### src/rtl/st_calc_seq_if.sv
// Link between the run sequencer and one 4x4 state calculator; x11 sits in [8:0], row-major.
// Master is the sequencer (drives start and state in), slave is the calculator.
interface st_calc_seq_if;
  logic         calc_start;
  logic         calc_done;
  logic [8:0]   calc_lambda;
  logic [143:0] calc_x;
  logic [143:0] xin;

  modport master (output calc_start, xin, input calc_done, calc_lambda, calc_x);
  modport slave  (input calc_start, xin, output calc_done, calc_lambda, calc_x);
endinterface

### src/rtl/st_calc_seq.sv
// Sequences one Monte Carlo Hawkes run: per step launch calculator, wait for fresh done, capture and feed back.
// Step latency is calc latency + 3 cycles; new starts are ignored while busy, WAIT aborts after TIMEOUT cycles.
module st_calc_seq #(
  parameter int NUM_STEPS = 16,
  parameter int TIMEOUT   = 64,
  parameter int CW        = 8
) (
  input  logic          clk,
  input  logic          rst_n,
  input  logic          start,
  input  logic [8:0]    s_cfg,
  input  logic [1:0]    k_cfg,
  input  logic [8:0]    rnd,
  output logic          rnd_req,
  output logic          busy,
  output logic          done,
  output logic          err,
  st_calc_seq_if.master calc,
  output logic [8:0]    s,
  output logic [1:0]    k,
  output logic [8:0]    lambda_last,
  output logic [8:0]    lambda_max,
  output logic [CW-1:0] step_cnt,
  output logic [CW-1:0] ev_cnt
);
  localparam int TW = $clog2(TIMEOUT + 1);
  localparam logic [CW-1:0] LAST_STEP = CW'(NUM_STEPS - 1);
  localparam logic [CW-1:0] CNT_MAX   = {CW{1'b1}};
  localparam logic [TW-1:0] TMO_LAST  = TW'(TIMEOUT - 1);

  typedef enum logic [2:0] {IDLE, LAUNCH, WAIT, CAPTURE, FINISH} state_t;

  state_t       state, state_nxt;
  logic [TW-1:0] tmo;
  logic         armed;
  logic         calc_start_c;
  logic [143:0] xin_q;

  assign calc.calc_start = calc_start_c;
  assign calc.xin        = xin_q;

  always_ff @(posedge clk) begin
    if (!rst_n) state <= IDLE;
    else        state <= state_nxt;
  end

  always_comb begin
    state_nxt    = state;
    calc_start_c = 1'b0;
    rnd_req      = 1'b0;
    done         = 1'b0;
    case (state)
      IDLE:    if (start) state_nxt = LAUNCH;
      LAUNCH: begin
        calc_start_c = 1'b1;
        state_nxt    = WAIT;
      end
      WAIT: begin
        if (armed && calc.calc_done) state_nxt = CAPTURE;
        else if (tmo == TMO_LAST)    state_nxt = FINISH;
      end
      CAPTURE: begin
        rnd_req   = 1'b1;
        state_nxt = (step_cnt == LAST_STEP) ? FINISH : LAUNCH;
      end
      FINISH: begin
        done      = 1'b1;
        state_nxt = IDLE;
      end
      default: state_nxt = IDLE;
    endcase
  end

  always_ff @(posedge clk) begin
    if (!rst_n) begin
      busy        <= 1'b0;
      err         <= 1'b0;
      s           <= '0;
      k           <= '0;
      xin_q       <= '0;
      lambda_last <= '0;
      lambda_max  <= '0;
      step_cnt    <= '0;
      ev_cnt      <= '0;
      tmo         <= '0;
      armed       <= 1'b0;
    end else begin
      case (state)
        IDLE: if (start) begin
          s           <= s_cfg;
          k           <= k_cfg;
          xin_q       <= '0;
          lambda_last <= '0;
          lambda_max  <= '0;
          step_cnt    <= '0;
          ev_cnt      <= '0;
          err         <= 1'b0;
          busy        <= 1'b1;
        end
        LAUNCH: begin
          tmo   <= '0;
          armed <= 1'b0;
        end
        WAIT: begin
          // a done left high from the previous step must drop once before it counts
          if (!calc.calc_done) armed <= 1'b1;
          if (!(armed && calc.calc_done)) begin
            if (tmo == TMO_LAST) err <= 1'b1;
            else                 tmo <= tmo + TW'(1);
          end
        end
        CAPTURE: begin
          xin_q       <= calc.calc_x;
          lambda_last <= calc.calc_lambda;
          if (calc.calc_lambda > lambda_max) lambda_max <= calc.calc_lambda;
          if ((rnd < calc.calc_lambda) && (ev_cnt != CNT_MAX)) ev_cnt <= ev_cnt + CW'(1);
          if (step_cnt != CNT_MAX) step_cnt <= step_cnt + CW'(1);
        end
        FINISH: busy <= 1'b0;
        default: ;
      endcase
    end
  end
endmodule
### src/flat_wrapper.sv
// flat-port wrapper written by rule: the top's interface ports become plain ports
module st_calc_seq_flat 
#(
  parameter int NUM_STEPS = 16,
  parameter int TIMEOUT   = 64,
  parameter int CW        = 8
)
  (clk, rst_n, start, s_cfg, k_cfg, rnd, rnd_req, busy, done, err, s, k, lambda_last, lambda_max, step_cnt, ev_cnt, calc_calc_start, calc_xin, calc_calc_done, calc_calc_lambda, calc_calc_x);
  st_calc_seq_if calc_i ();
  input  logic clk;
  input  logic rst_n;
  input  logic start;
  input  logic [8:0] s_cfg;
  input  logic [1:0] k_cfg;
  input  logic [8:0] rnd;
  output logic rnd_req;
  output logic busy;
  output logic done;
  output logic err;
  output logic [8:0] s;
  output logic [1:0] k;
  output logic [8:0] lambda_last;
  output logic [8:0] lambda_max;
  output logic [CW-1:0] step_cnt;
  output logic [CW-1:0] ev_cnt;
  output wire logic [$bits(calc_i.calc_start)-1:0] calc_calc_start;
  output wire logic [$bits(calc_i.xin)-1:0] calc_xin;
  input wire logic [$bits(calc_i.calc_done)-1:0] calc_calc_done;
  input wire logic [$bits(calc_i.calc_lambda)-1:0] calc_calc_lambda;
  input wire logic [$bits(calc_i.calc_x)-1:0] calc_calc_x;
  assign calc_calc_start = calc_i.calc_start;
  assign calc_xin = calc_i.xin;
  assign calc_i.calc_done = calc_calc_done;
  assign calc_i.calc_lambda = calc_calc_lambda;
  assign calc_i.calc_x = calc_calc_x;
  st_calc_seq #(.NUM_STEPS(NUM_STEPS), .TIMEOUT(TIMEOUT), .CW(CW)) u_core (.clk(clk), .rst_n(rst_n), .start(start), .s_cfg(s_cfg), .k_cfg(k_cfg), .rnd(rnd), .rnd_req(rnd_req), .busy(busy), .done(done), .err(err), .calc(calc_i), .s(s), .k(k), .lambda_last(lambda_last), .lambda_max(lambda_max), .step_cnt(step_cnt), .ev_cnt(ev_cnt));
endmodule
### config.mk
export PLATFORM = sky130hd
export DESIGN_NAME = st_calc_seq_flat
export DESIGN_NICKNAME = d
export VERILOG_FILES = /design/src/rtl/st_calc_seq_if.sv /design/src/rtl/st_calc_seq.sv /design/src/flat_wrapper.sv
export SDC_FILE = /design/constraint.sdc
export NUM_CORES = 1
export LEC_CHECK = 0
export CAP_MARGIN = 30
export CELL_PAD_IN_SITES_DETAIL_PLACEMENT = 1
export CELL_PAD_IN_SITES_GLOBAL_PLACEMENT = 1
export CORE_AREA = 2 2 161 163
export CTS_BUF_LIST = sky130_fd_sc_hd__clkbuf_4
export DETAILED_ROUTE_END_ITERATION = 8
export DIE_AREA = 0 0 163 165
export HOLD_SLACK_MARGIN = 0.03
export PLACE_DENSITY_LB_ADDON = 0.1
export SYNTH_ARGS = -nofsm -noshare
export SYNTH_HDL_FRONTEND = slang
export SYNTH_SLANG_ARGS = --single-unit
export TNS_END_PERCENT = 100
### constraint.sdc
create_clock -name clk -period 3.6 [get_ports clk]
set_input_delay 0.9 -clock clk [delete_from_list [all_inputs] [get_ports clk]]
set_output_delay 0.9 -clock clk [all_outputs]
set_load 0.05 [all_outputs]
# Yosys cells after proc, flatten, opt, wreduce, memory -nomap -nowiden

Cells that the tools add are included.

$add $sub $neg: 3
Order comparisons: 2
Equal/unequal tests: 17
Mux-type cells: 30
Reductions and logical operators: 17

Operator list:

| kind                | number |
|---|---|
| $pmux 144 s2        | 1 |
| $mux 144            | 1 |
| $pmux 9 s2          | 2 |
| $pmux 8 s2          | 2 |
| $mux 8              | 3 |
| $mux 9              | 2 |
| $add 8x1->8 const B | 2 |
| $ne 8x8->1 const B  | 2 |
| $mux 7              | 2 |
| $pmux 7 s2          | 1 |
| $mux 3              | 4 |
| $pmux 3 s4          | 1 |
| $reduce_and 3->1    | 4 |
| $reduce_and 2->1    | 5 |
| $gt 9x9->1          | 1 |
| $lt 9x9->1          | 1 |
| $eq 8x4->1 const B  | 1 |
| $mux 1              | 8 |
| $ne 2x1->1 const B  | 4 |
| $ne 2x2->1 const B  | 4 |
| $reduce_bool 2->1   | 4 |
| $add 7x1->7 const B | 1 |
| $eq 7x6->1 const B  | 1 |
| $eq 3x2->1 const B  | 2 |
| 7 further kinds     | 10 |

Register bits after elaboration: 202
Output and inout port bits: 194
Word-level logic and storage cells: 81

# Logic depth before layout (Yosys ltp)

Gate-level depths: netlist of the first run.

Word-level depth: 4
Mapped depth: 8
Mapped depth without buffers: 7

# Worst setup path after synthesis of the first run

OpenSTA, ideal clock, no wires.

Kind: register to output
Start point: reg u_core.state[2]
End point: out done
Arrival: 1925 ps
Path slack: 775 ps
Cell stages (with the launch flop): 3
Buffers on the path: 1
Path through: dfxtp_1 > clkbuf_1 > nor3b_1

Word-level cells in the longest chain between the ends: 2

RTL lines:

| element                | RTL line           | text |
|---|---|---|
| start, declared        | st_calc_seq.sv:33  | `state_t state, state_nxt;` |
| start signal, assigned | st_calc_seq.sv:44  | `else state <= state_nxt;` |
| $eq 3x3->1             | st_calc_seq.sv:52  | `case (state)` |
| $mux 1                 | st_calc_seq.sv:52  |  |
| end, declared          | flat_wrapper.sv:18 | `output logic done;` |

No other way between the ends.

# Worst setup path after layout of the first run

Start point: reg u_core.state[0]
End point: out calc_calc_start

Word-level cells in the longest chain between the ends: 2

RTL lines:

| element       | RTL line           | text |
|---|---|---|
| $eq 3x1->1    | st_calc_seq.sv:52  |  |
| $mux 1        | st_calc_seq.sv:52  |  |
| end, declared | flat_wrapper.sv:26 | `output wire logic [$bits(calc_i.calc_start)-1:0] calc_calc_start;` |

No other way between the ends.

==> results of run 1 <==
[critical path, cell delays in order, from the launching register on]
cell                              delay, ns
sky130_fd_sc_hd__dfxtp_1               0.53
sky130_fd_sc_hd__inv_1                 0.16
sky130_fd_sc_hd__nor3_1                0.25
sky130_fd_sc_hd__clkdlybuf4s50_1       0.87
[cells in the mapped netlist (8+ instances only)]
cell type                  count
sky130_fd_sc_hd__dfxtp_1     202
sky130_fd_sc_hd__nor2_1      179
sky130_fd_sc_hd__a22oi_2     130
sky130_fd_sc_hd__nand2_1      57
sky130_fd_sc_hd__clkbuf_1     27
sky130_fd_sc_hd__a22oi_1      25
sky130_fd_sc_hd__inv_1        24
sky130_fd_sc_hd__a21oi_1      22
sky130_fd_sc_hd__ha_1         20
sky130_fd_sc_hd__buf_2        18
sky130_fd_sc_hd__buf_6        17
sky130_fd_sc_hd__nand3_1      13
sky130_fd_sc_hd__and3_1       10
sky130_fd_sc_hd__mux2i_1      10
sky130_fd_sc_hd__o21ai_0       9
sky130_fd_sc_hd__nand4_1       8
[final cells by class]
| type | count | area, um2 |
|---|---|---|
| antenna | 2 | 5.00 |
| clock buffer | 88 | 661 |
| clock inverter | 10 | 68.8 |
| fill | 2836 | 11900 |
| inverter | 25 | 101 |
| multi-input combinational | 555 | 3950 |
| sequential | 202 | 4050 |
| tap | 330 | 413 |
| timing repair buffer | 386 | 3870 |
[where the power goes]
part	internal (uW)	leakage [uW]	switching, uW	total [uW]
registers	2280	0.00163	34.9	2310
logic	373	0.00254	500	873
clock network	1170	0.000434	998	2170
[flip-flops by register name, summed over array words and instances (netlist names)]
signal,count
u_core.err,1
u_core.s,9
u_core.lambda_last,9
u_core.state,3
u_core.ev_cnt,8
u_core.armed,1
u_core.lambda_max,9
u_core.step_cnt,8
u_core.tmo,7
u_core.busy,1
u_core.calc.xin,144
u_core.k,2
[stage by stage]
stage,utilization [%],instances
after global placement,49.4,1498
after floorplan,-,845
after global routing,52.4,1598
after CTS,52.3,1596
after detailed placement,49.4,1498
final,52.4,1598
[metal layers]
layer  wire length [um]  share of wire [%]  GRT usage [%]  vias to the layer above
met1              11700                 38           24.1                     3880
met5                 27              0.088              0                        -
met4                797                2.6           8.45                        4
li1                   -                  -              -                     3783
met3               2580                8.4           9.02                       61
met2              15600                 51           38.9                      272
[kinds of logic (layout without fill, tap and decap cells)]
| kind of cell | Yosys count | after routing |
|---|---|---|
| AOI/OAI and AO/OA | 223 | 223 |
| xor gates and xnor gates | 8 | 8 |
| adders and majority gates | 20 | 20 |
| buffers and inverters | 88 | 509 |
| DFF | 202 | 202 |
| muxes | 11 | 11 |
| other | 0 | 2 |
| and+or+nand+nor | 293 | 293 |
[worst max-delay path by stage]
stage                         from                to  cells after the start
2_1_floorplan      u_core.state[2]              done                      2
3_3_place_gp   calc_calc_lambda[7]  u_core.ev_cnt[0]                      8
3_5_place_dp   calc_calc_lambda[6]  u_core.ev_cnt[0]                      8
4_1_cts            u_core.state[2]              done                      2
5_1_grt            u_core.state[0]   calc_calc_start                      3
6_report           u_core.state[0]   calc_calc_start                      3
==> summary by stage, run 1 <==
Clock network
In this run, post-CTS repair resized a total of 0 instances. TritonCTS created 57 clock buffers. The clock-pin slew on the worst setup and hold paths is 0.07 ns.

For the worst-skew pair, the clock arrives at the later sink with an insertion delay of 0.67 ns. The number of buffers on the longest clock path is 3. TritonCTS built the clock tree.

The number of setup buffers added after CTS is 0. The hold buffer count at CTS is 0. The total clock sinks is 202. The CTS H-tree depth is 2.

The clock tree root buffer cell is sky130_fd_sc_hd__clkbuf_4.

GRT
The via count of the first global-routing pass came to 8433. The initial antenna violation count is 4. The global-route wire length before repair is 46500 um. Global routing used 22.2% of the available tracks. Entering global routing, the biggest net connects 84 pins. The remaining global-route overflow is 0.

Finish
The most common cell after layout, fill and taps aside is sky130_fd_sc_hd__clkdlybuf4s50_1. For this run, the post-layout net count is 1424. The area growth from synthesis to layout is 54.9%.

In the final layout, the share of cells above drive strength 1 is 19.9%. The final design instance area without fill is 0.0131 mm2. In the layout the commonest cells are sky130_fd_sc_hd__clkdlybuf4s50_1 (369), sky130_fd_sc_hd__dfxtp_1 (201), sky130_fd_sc_hd__nor2_1 (179).

Synthesis
After Yosys synthesis, and, or, nand and nor cells account for 14.6% of the synthesized area. The synthesized net count is 1042. Among all flip-flop cells after synthesis, the most frequent one is sky130_fd_sc_hd__dfxtp_1. The number of flops mapped to enable cells by yosys is 0. Multiplexer cells account for 1.32% of the synthesized area. The post-synthesis sequential element count is 202. The synthesized netlist occupies a cell area of 0.00847 mm2. Yosys printed 0 warnings.

The adder and majority cell fraction of the synthesized area is 2.96%. Summing the areas of all compound-gate instances in the mapped netlist gives 26.8% of the synthesized area. After synthesis, the cell types taking the most area are sky130_fd_sc_hd__dfxtp_1 (48%), sky130_fd_sc_hd__a22oi_2 (19%), sky130_fd_sc_hd__nor2_1 (7.9%).

The combinational family with the most area after synthesis is compound AO/OA/AOI/OAI gates. The fraction of synthesis flops using an asynchronous set or reset pin is 0%. The XOR/XNOR share of the synthesized area is 0.828%. Yosys mapped the design onto 48 distinct sky130hd cell types. After synthesis, the largest area contributor takes up 47.8% of total cell area. Of the synthesized area, sequential elements account for 47.8%. The post-synthesis instance total is 845. The largest area contributor in the synthesized netlist is sky130_fd_sc_hd__dfxtp_1. The average instance area after synthesis is 10.0 um2.

STA
The worst clock skew is 0.0320 ns. Final hold analysis gives a worst-case slack of 0.436 ns. The worst path needs 3.37 ns of the cycle, external delays included. In the finished design, the share of the clock period the worst path needs comes to 93.5%. The highest clock rate is 297 MHz.

The count of pins over their slew limit is 0. The measured slew at the worst slew-check pin is 0.941 ns. Setup repair after global routing left no endpoint under its margin. The setup TNS is 0 ns. Setup slack closes at 0.234 ns. The count of endpoints failing hold in the final timing report came to 0.

Setup violations remaining at the end of the flow were counted as 0. The headroom to the max-slew limit is 37.3%.

Drt
After detailed routing, the number of vias per cell comes to 5.01. The first routing iteration left 316 violations. The count of nets left with antenna violations once routing finished came out at 0. The routed wirelength normalized by instance count is 19.2 um.

The residual DRC count is 0. The pre-antenna-repair detailed-routing pass consisted of 4 iterations. The final layout contains routed wiring with a total length of 30700 um. Summing over every cut layer, the via total after detailed routing is 8000.

Worst setup path
The worst setup path is launched from a flop. In this run the worst path has a maximum fanout of 10. The worst register-to-register path begins at u_core.state[1].

The minimum setup slack among reg-to-reg paths is 1.11 ns. The worst register-to-register path ends at u_core.calc.xin[96]. The required arrival time at the worst endpoint is 2.70 ns. At the worst endpoint, the arrival time is 2.47 ns. The depth of the worst register-to-register path is 5.

The endpoint type of the worst setup path is an output port. The critical path is of the reg2out type.

Power and ir drop
For this design the ratio of total power to cell area is 408 mW/mm2. The design draws 5350 uW. The leakage power of the design is 0.00461 uW. The worst-case IR drop observed on VDD is 268 uV.

Placement
The sum of net half-perimeters after detailed placement is 21900 um. The routability congestion estimate from global placement is 0.770. The pre-CTS setup slack is 0.478 ns. After detailed placement, the total cell area comes to 0.0124 mm2.

Buffers placed on the I/O ports in this run total 370.

Floorplan
From left edge to right edge, the die measures 163 um. The die covers 0.0269 mm2. Once the floorplan was initialized, standard cells occupied 33.8% of the core.

The I/O pin count is 371. The vertical die dimension is 165 um. The floorplan step defined a core boundary enclosing 0.0250 mm2. The floorplan has 58 rows.

Flow run
The count of maximum capacitance violations is 0.

Min path
The worst hold path terminates at u_core.tmo[6]. The beginning of the worst hold path is u_core.tmo[6]. The number of cells on the worst hold path is 2.

The tightest min-delay check is of the reg2reg type.

Status
The run finished with clean final reports.
No activity file was read; power rests on OpenSTA's default activity.
==> run 2, diff against run 1 <==
--- a/config.mk
+++ b/config.mk
@@ -5,13 +5,14 @@
 export SDC_FILE = /design/constraint.sdc
 export NUM_CORES = 1
 export LEC_CHECK = 0
+export ABC_AREA = 1
 export CAP_MARGIN = 30
 export CELL_PAD_IN_SITES_DETAIL_PLACEMENT = 1
 export CELL_PAD_IN_SITES_GLOBAL_PLACEMENT = 1
-export CORE_AREA = 2 2 161 163
+export CORE_AREA = 2 2 170 172
 export CTS_BUF_LIST = sky130_fd_sc_hd__clkbuf_4
 export DETAILED_ROUTE_END_ITERATION = 8
-export DIE_AREA = 0 0 163 165
+export DIE_AREA = 0 0 172 174
 export HOLD_SLACK_MARGIN = 0.03
 export PLACE_DENSITY_LB_ADDON = 0.1
 export SYNTH_ARGS = -nofsm -noshare
==> constraint.sdc (replaced) <==
create_clock -name clk -period 3.65 [get_ports clk]
set_input_delay 0.9125 -clock clk [delete_from_list [all_inputs] [get_ports clk]]
set_output_delay 0.9125 -clock clk [all_outputs]
set_load 0.05 [all_outputs]
==> summary by stage, run 2 <==
Status
The run finished with clean final reports.

Finish
In the layout the commonest cells are sky130_fd_sc_hd__nand2_1 (379), sky130_fd_sc_hd__clkdlybuf4s50_1 (369), sky130_fd_sc_hd__dfxtp_1 (202). The fraction of layout instances using a drive strength above 1 is 7.88%. The layout has 3488 filler cells.

The core utilization of the finished layout is 45.4%. The library cell used most frequently in the layout, excluding fill and tap cells, is sky130_fd_sc_hd__nand2_1. From synthesis to final layout, the design area changed by 59.3%. The number of flip-flops in the largest register is 144.

The final design instance area without fill is 0.0128 mm2. The number of nets in the finished design is 1654.

STA
The count of pins over their slew limit came to 0. The final clock period utilization by the worst path is 87.0%. The final-report setup violation count is 0. After routing, the total negative slack on setup checks comes to 0 ns. Setup repair after global routing left no endpoint under its margin.

The worst pin sits at a relative slew slack of 53.9%. Timing would allow up to 315 MHz. The count of endpoints failing hold in the final timing report was 0. The worst clock skew is 0.0425 ns.

For the finished layout, the period the worst path requires is 3.18 ns. Once routing completed, OpenROAD measured the worst setup slack at 0.475 ns. At the pin with the least slew margin, the transition time is 0.689 ns.

GRT
The via count of the first global-routing pass is 8657. The initial antenna violation count was 6. Entering global routing, the biggest net connects 121 pins. Global routing used 19.7% of the available tracks. The global-route wire length before repair is 46600 um. The remaining global-route overflow is 0.

Worst setup path
Broken down by cell family, the worst path's largest delay share belongs to buffers and inverters. The capturing point of the worst reg2reg path is u_core.calc.xin[69]. Measured in cells, the most critical reg-to-reg path has a length of 6.

For this run, the slowest stage of the critical path takes 0.87 ns. The most critical setup path has its endpoint at calc_calc_start. The source of the worst register-to-register timing path is u_core.state[1]. The cell depth of the worst setup path is 3. In this run the worst path has a maximum fanout of 4.

The buffers plus inverters on the worst setup path is 2. The worst setup path is launched from a flop. The start-to-end type of the worst setup path is reg2out.

The slowest stage of the critical path belongs to the cell sky130_fd_sc_hd__clkdlybuf4s50_1. The endpoint type of the worst setup path is an output port. The arrival time reported for the critical path endpoint is 2.26 ns.

The minimum setup slack among reg-to-reg paths is 1.36 ns. Tracing the worst setup path back leads to its startpoint at u_core.state[0]. Data on the critical path is required at its endpoint by 2.74 ns. The signal on the critical path passes through inv_1, nor3_2, clkdlybuf4s50_1.

Power and ir drop
The analysis attributes to cell leakage a power of 0.00458 uW. The largest vdd supply drop is 233 uV. The areal power density over the cells is 435 mW/mm2. The design draws 5580 uW.

Clock network
The total clock sinks is 202. The clock-pin slew on the worst setup and hold paths is 0.06 ns. The clock tree root buffer cell is sky130_fd_sc_hd__clkbuf_4. In this run the deepest clock path goes through 3 buffers. The number of setup buffers added after CTS is 0.

The CTS H-tree depth is 2. Gates resized during post-CTS repair numbered 0. The TritonCTS buffer count is 57. The clock latency on the worst-skew pair is 0.68 ns. TritonCTS built the clock tree. In this run, post-CTS hold repair placed 0 buffers.

Placement
The total of buffers placed on input and output ports is 370. At the end of routability-driven placement, the weighted congestion stood at 0.744. After detailed placement, the total cell area comes to 0.0121 mm2. The pre-CTS setup slack is 0.716 ns. The sum of net half-perimeters after detailed placement is 21700 um.

Floorplan
For this configuration, the core starts out at a cell density of 28.5%. The vertical die dimension is 174 um. During I/O placement, the number of pins put on the boundary was 371. The floorplan step defined a core boundary enclosing 0.0282 mm2. The placement row count is 62.

The floorplan die width is 172 um. The die covers 0.0299 mm2.

Synthesis
The share of synthesized area in the top cell type comes to 50.2%. The average instance area after synthesis is 7.48 um2. By area the synthesized netlist is led by sky130_fd_sc_hd__dfxtp_1 (50%), sky130_fd_sc_hd__nand2_1 (18%), sky130_fd_sc_hd__a21oi_1 (12%). The number of different library cells in the post-synthesis netlist is 32. The synthesized net count is 1273.

Ranked by instance count, the synthesized netlist is headed by sky130_fd_sc_hd__nand2_1 (379), sky130_fd_sc_hd__dfxtp_1 (202), sky130_fd_sc_hd__a21oi_1 (201). The fraction of synthesis flops using an asynchronous set or reset pin is 0%. The proportion of synthesized chip area in sequential cells is 50.2%. Among all cell types in the netlist, the one instantiated most often is sky130_fd_sc_hd__nand2_1. The largest area contributor in the synthesized netlist is sky130_fd_sc_hd__dfxtp_1.

In this run the cell area of the synthesized design comes to 0.00805 mm2. For this run, the leading register cell type out of synthesis is sky130_fd_sc_hd__dfxtp_1. The number of flops mapped to enable cells by yosys is 0.

The synthesized design contains 202 register bits. Yosys printed 0 warnings. Synthesis produced 1076 cells.

Flow run
The count of maximum capacitance violations is 0.

Drt
The vias per cell is 4.55. The routed wirelength normalized by instance count is 16.2 um. The number of violations reported at the end of detailed-routing iteration 0 is 344.

The total iterations of the first detailed-routing run is 4. For this run, design rule violations remaining after detail routing come to 0. The final wirelength is 30600 um. The total via count in the routed design is 8583. The final antenna-violating net count is 0.

Min path
The worst hold path belongs to the class reg2reg.
-- run 2: cells by family (layout without fill, tap and decap cells) --
group	after synthesis	after routing	synth area share, %
AND/OR/NAND/NOR	505	505	25.5
AO/OA/AOI/OAI	216	216	13.6
flip-flops	202	202	50.2
buffers and inverters	126	548	6.74
adder cells (fa/ha/maj)	20	20	3.11
XOR/XNOR	7	7	0.761
other	0	4	0
-- run 2: per-layer routing --
layer,up-vias,global-route usage [%],part of all wire (%)
met1,3958,22.4,41
met5,-,0,0.088
met2,292,32.7,46
met3,61,8.06,9.9
li1,4268,-,-
met4,4,7.56,3.1
-- run 2: report_power, final --
part | total [uW] | leakage, uW | switching [uW] | internal, uW
clock network | 2070 | 0.000425 | 978 | 1100
registers | 2330 | 0.00163 | 54.3 | 2280
logic | 1180 | 0.00252 | 750 | 425
-- run 2: how the worst min path moves through the flow --
stage                     slack (ns)                  from                   end  depth (start not counted)
final                           0.46  u_core.calc.xin[121]  u_core.calc.xin[121]                          2
after global routing            0.48           u_core.s[6]           u_core.s[6]                          2
after CTS                       0.46  u_core.calc.xin[121]  u_core.calc.xin[121]                          2
after detailed placement        0.45          u_core.armed          u_core.armed                          2
after global placement          0.44          u_core.armed          u_core.armed                          2
after floorplan                 0.43          u_core.armed          u_core.armed                          2
-- run 2: final cells by class --
| class | count | area (um2) | area share [%] |
|---|---|---|---|
| flip-flops and latches | 202 | 4040 | 31.5 |
| multi-input cells | 748 | 3460 | 27.0 |
| clock inverters | 18 | 97.6 | 0.761 |
| inverters | 66 | 258 | 2.01 |
| repair buffers | 382 | 3850 | 30.1 |
| diodes | 4 | 10.0 | 0.0781 |
| clock buffers | 82 | 616 | 4.80 |
| well taps | 384 | 480 | 3.75 |
-- run 2: metrics by stage --
stage	instances	hold WS (ns)
after floorplan	1076	0.428
after global placement	1782	0.440
after detailed placement	1782	0.446
after CTS	1882	0.461
after global routing	1885	0.479
final	1886	0.458
-- run 2: worst min-delay path: cells and delay by family, from the launching register on --
| kind | cells | cell delay, ns |
|---|---|---|
| flip-flops | 1 | 0.30 |
| AO/OA/AOI/OAI | 1 | 0.05 |
| AND/OR/NAND/NOR | 1 | 0.06 |
==> run 3, diff against run 2 <==
--- a/config.mk
+++ b/config.mk
@@ -9,10 +9,10 @@
 export CAP_MARGIN = 30
 export CELL_PAD_IN_SITES_DETAIL_PLACEMENT = 1
 export CELL_PAD_IN_SITES_GLOBAL_PLACEMENT = 1
-export CORE_AREA = 2 2 170 172
+export CORE_AREA = 2 2 162 164
 export CTS_BUF_LIST = sky130_fd_sc_hd__clkbuf_4
 export DETAILED_ROUTE_END_ITERATION = 8
-export DIE_AREA = 0 0 172 174
+export DIE_AREA = 0 0 164 166
 export HOLD_SLACK_MARGIN = 0.03
 export PLACE_DENSITY_LB_ADDON = 0.1
 export SYNTH_ARGS = -nofsm -noshare
==> constraint.sdc (replaced) <==
create_clock -name clk -period 3.9 [get_ports clk]
set_input_delay 0.975 -clock clk [delete_from_list [all_inputs] [get_ports clk]]
set_output_delay 0.975 -clock clk [all_outputs]
set_load 0.05 [all_outputs]
==> summary by stage, run 3 (synthesis gave the netlist of run 2 again) <==
Worst setup path
The worst setup path is of the reg2out kind. On the critical path the largest part of the delay comes from buffers and inverters. STA classifies the critical path startpoint as a flop.

For this run, the slowest stage of the critical path takes 0.89 ns. The required arrival time at the worst endpoint is 2.92 ns. The peak fanout along the critical path is 19. The arrival time reported for the critical path endpoint is 2.50 ns.

The buffers plus inverters on the worst setup path is 2. Traced cell by cell, the critical path runs through nand3_4, inv_4, clkdlybuf4s50_1. The worst-path cell with the longest stage delay is sky130_fd_sc_hd__clkdlybuf4s50_1. The endpoint type of the worst setup path is an output port.

Placement
Once detailed placement completed, the half-perimeter wirelength came to 21800 um. Before CTS, the worst setup slack after placement is 0.928 ns. The routability congestion estimate from global placement is 0.782. Including well taps, the total number of placed cells is 1732. The total of buffers placed on input and output ports is 370.

Finish
The library cells used most frequently in the layout, excluding fill and tap cells, are sky130_fd_sc_hd__nand2_1 (379), sky130_fd_sc_hd__clkdlybuf4s50_1 (370), sky130_fd_sc_hd__dfxtp_1 (202). At the end of the flow, the number of nets in the layout was 1653. The layout overhead on the synthesized area is 58.5%. The register with the most flip-flops in the layout has 144 of them. The fraction of layout instances using a drive strength above 1 is 8.26%. Leaving out fill and tap cells, the most frequent cell in the layout is sky130_fd_sc_hd__nand2_1. The count of cells in the finished layout, fillers not included, comes to 1841. The layout has 3196 filler cells.

Floorplan
The I/O pin count is 371. The floorplan step defined a die boundary enclosing 0.0272 mm2. The floorplan die width is 164 um.

The starting density of the core is 31.4%. From bottom edge to top edge, the die measures 166 um. The total area inside the core boundary comes to 0.0256 mm2. The floorplan has 59 rows.

GRT
The most utilized layer in the global route result is met2. The initial antenna violation count is 5. The met3 layer usage reported by global route is 7.87%. The remaining global-route overflow is 0. The global-route wire length before repair is 47200 um. The via count of the first global-routing pass is 8772. The met1 track demand over resource in global routing is 24.8%. The pin count of the biggest net entering global routing is 89.

The global-route usage over all layers is 21.7%. The met2 global-route usage is 36.7%.

STA
The measured slew at the worst slew-check pin is 0.863 ns. The count of endpoints failing hold in the final timing report came to 0. The final-report setup violation count is 0. Summed over all failing endpoints, the final setup total negative slack is 0 ns. Setup repair after global routing left no endpoint under its margin. The smallest clock period supported by the final layout is computed as 3.48 ns.

For this run, the top clock speed supported by timing is 288 MHz. Clock skew on the completed layout was measured at 0.0609 ns. The count of pins over their slew limit came to 0.

The worst pin sits at a relative slew slack of 42.5%. Hold timing on the final database bottoms out at a slack of 0.459 ns. The final clock period utilization by the worst path is 89.2%. Across all setup checks in the final design, the least slack found is 0.422 ns.

Power and ir drop
For this design the static power due to leakage is 0.00459 uW. Of the total power, registers draw 41.7%. The share of power burned in combinational logic is 20.8%.

Internal power comes to 3580 uW. The fraction of power consumed by the clock network is 37.6%. For this design the ratio of total power to cell area is 411 mW/mm2. The fraction of power spent switching nets is 31.8%. The worst-case IR drop observed on VDD is 283 uV.

In this run the power spent charging and discharging nets is 1670 uW.

Flow run
The count of maximum capacitance violations is 0.

Min path
The type of the worst min-delay path is reg2reg.

Drt
The final wirelength is 30300 um. Summing over every cut layer, the via total after detailed routing is 8572. The total iterations of the first detailed-routing run is 4. The routed wirelength normalized by instance count is 16.5 um. The final antenna-violating net count is 0.

For this run, design rule violations remaining after detail routing come to 0. Using the TritonRoute via totals, the vias-per-cell ratio works out to 4.66. For this block, the initial DRC count from the detailed router was 365.

Clock network
The tree built by TritonCTS fans out to 202 sinks. The clock-pin slew on the worst setup and hold paths is 0.07 ns. For the worst-skew pair, the clock arrives at the later sink with an insertion delay of 0.68 ns. Gates resized during post-CTS repair numbered 0.

The count of buffers added by post-CTS timing repair for setup is 0. For this design, the CTS-stage hold fixing added 0 buffers. The TritonCTS buffer count is 57. The clock tree root buffer cell is sky130_fd_sc_hd__clkbuf_4. The TritonCTS clock tree is done. The CTS H-tree depth is 2. The number of buffers on the longest clock path is 3.

Status
The run finished with clean final reports.
[run 3: through the flow]
step | total power, uW | utilization (%) | cell area (um2)
floorplan | 2870 | - | 8050
global placement | 3320 | 46.9 | 12000
detailed placement | 3330 | 46.9 | 12000
CTS | 5350 | 49.8 | 12700
global route | 5550 | 49.8 | 12800
finish | 5240 | 49.8 | 12800
[run 3: path summary, 6_finish.rpt]
check / from / end / slack (ns) / cells past startpoint
worst min-delay path: u_core.calc.xin[138] / u_core.calc.xin[138] / 0.46 / 2
worst max register to register: u_core.state[1] / u_core.calc.xin[90] / 1.05 / 6
worst max-delay path: u_core.state[1] / rnd_req / 0.42 / 3
worst min register to register: u_core.calc.xin[138] / u_core.calc.xin[138] / 0.46 / 2
[run 3: per-layer routing]
metal / up-vias / routed length (um)
met5: - / 0
met4: 0 / 957
li1: 4261 / -
met3: 57 / 2670
met1: 3951 / 12200
met2: 303 / 14600
[run 3: cell type report]
type                       instances  area, um2  area share [%]
sequential                       202       4040            31.7
timing repair buffer             381       3820            30.0
multi-input combinational        748       3460            27.1
clock buffer                      91        683            5.35
tap                              335        419            3.28
inverter                          66        258            2.02
clock inverter                    13       56.3           0.441
antenna                            5       12.5          0.0980
[run 3: worst register-to-register path: cells and delay by family, from the launching register on]
kind                   cells  cell delay, ns
buffers and inverters      3            1.61
DFF                        1            0.50
and+or+nand+nor            2            0.46
AOI/OAI and AO/OA          1            0.19
[run 3: power groups by stage]
stage	clock (uW)	combinational (uW)	sequential (uW)
floorplan	0	429	2450
global placement	0	1090	2230
detailed placement	0	1100	2230
CTS	2060	1110	2190
global route	2180	1180	2190
finish	1970	1090	2180
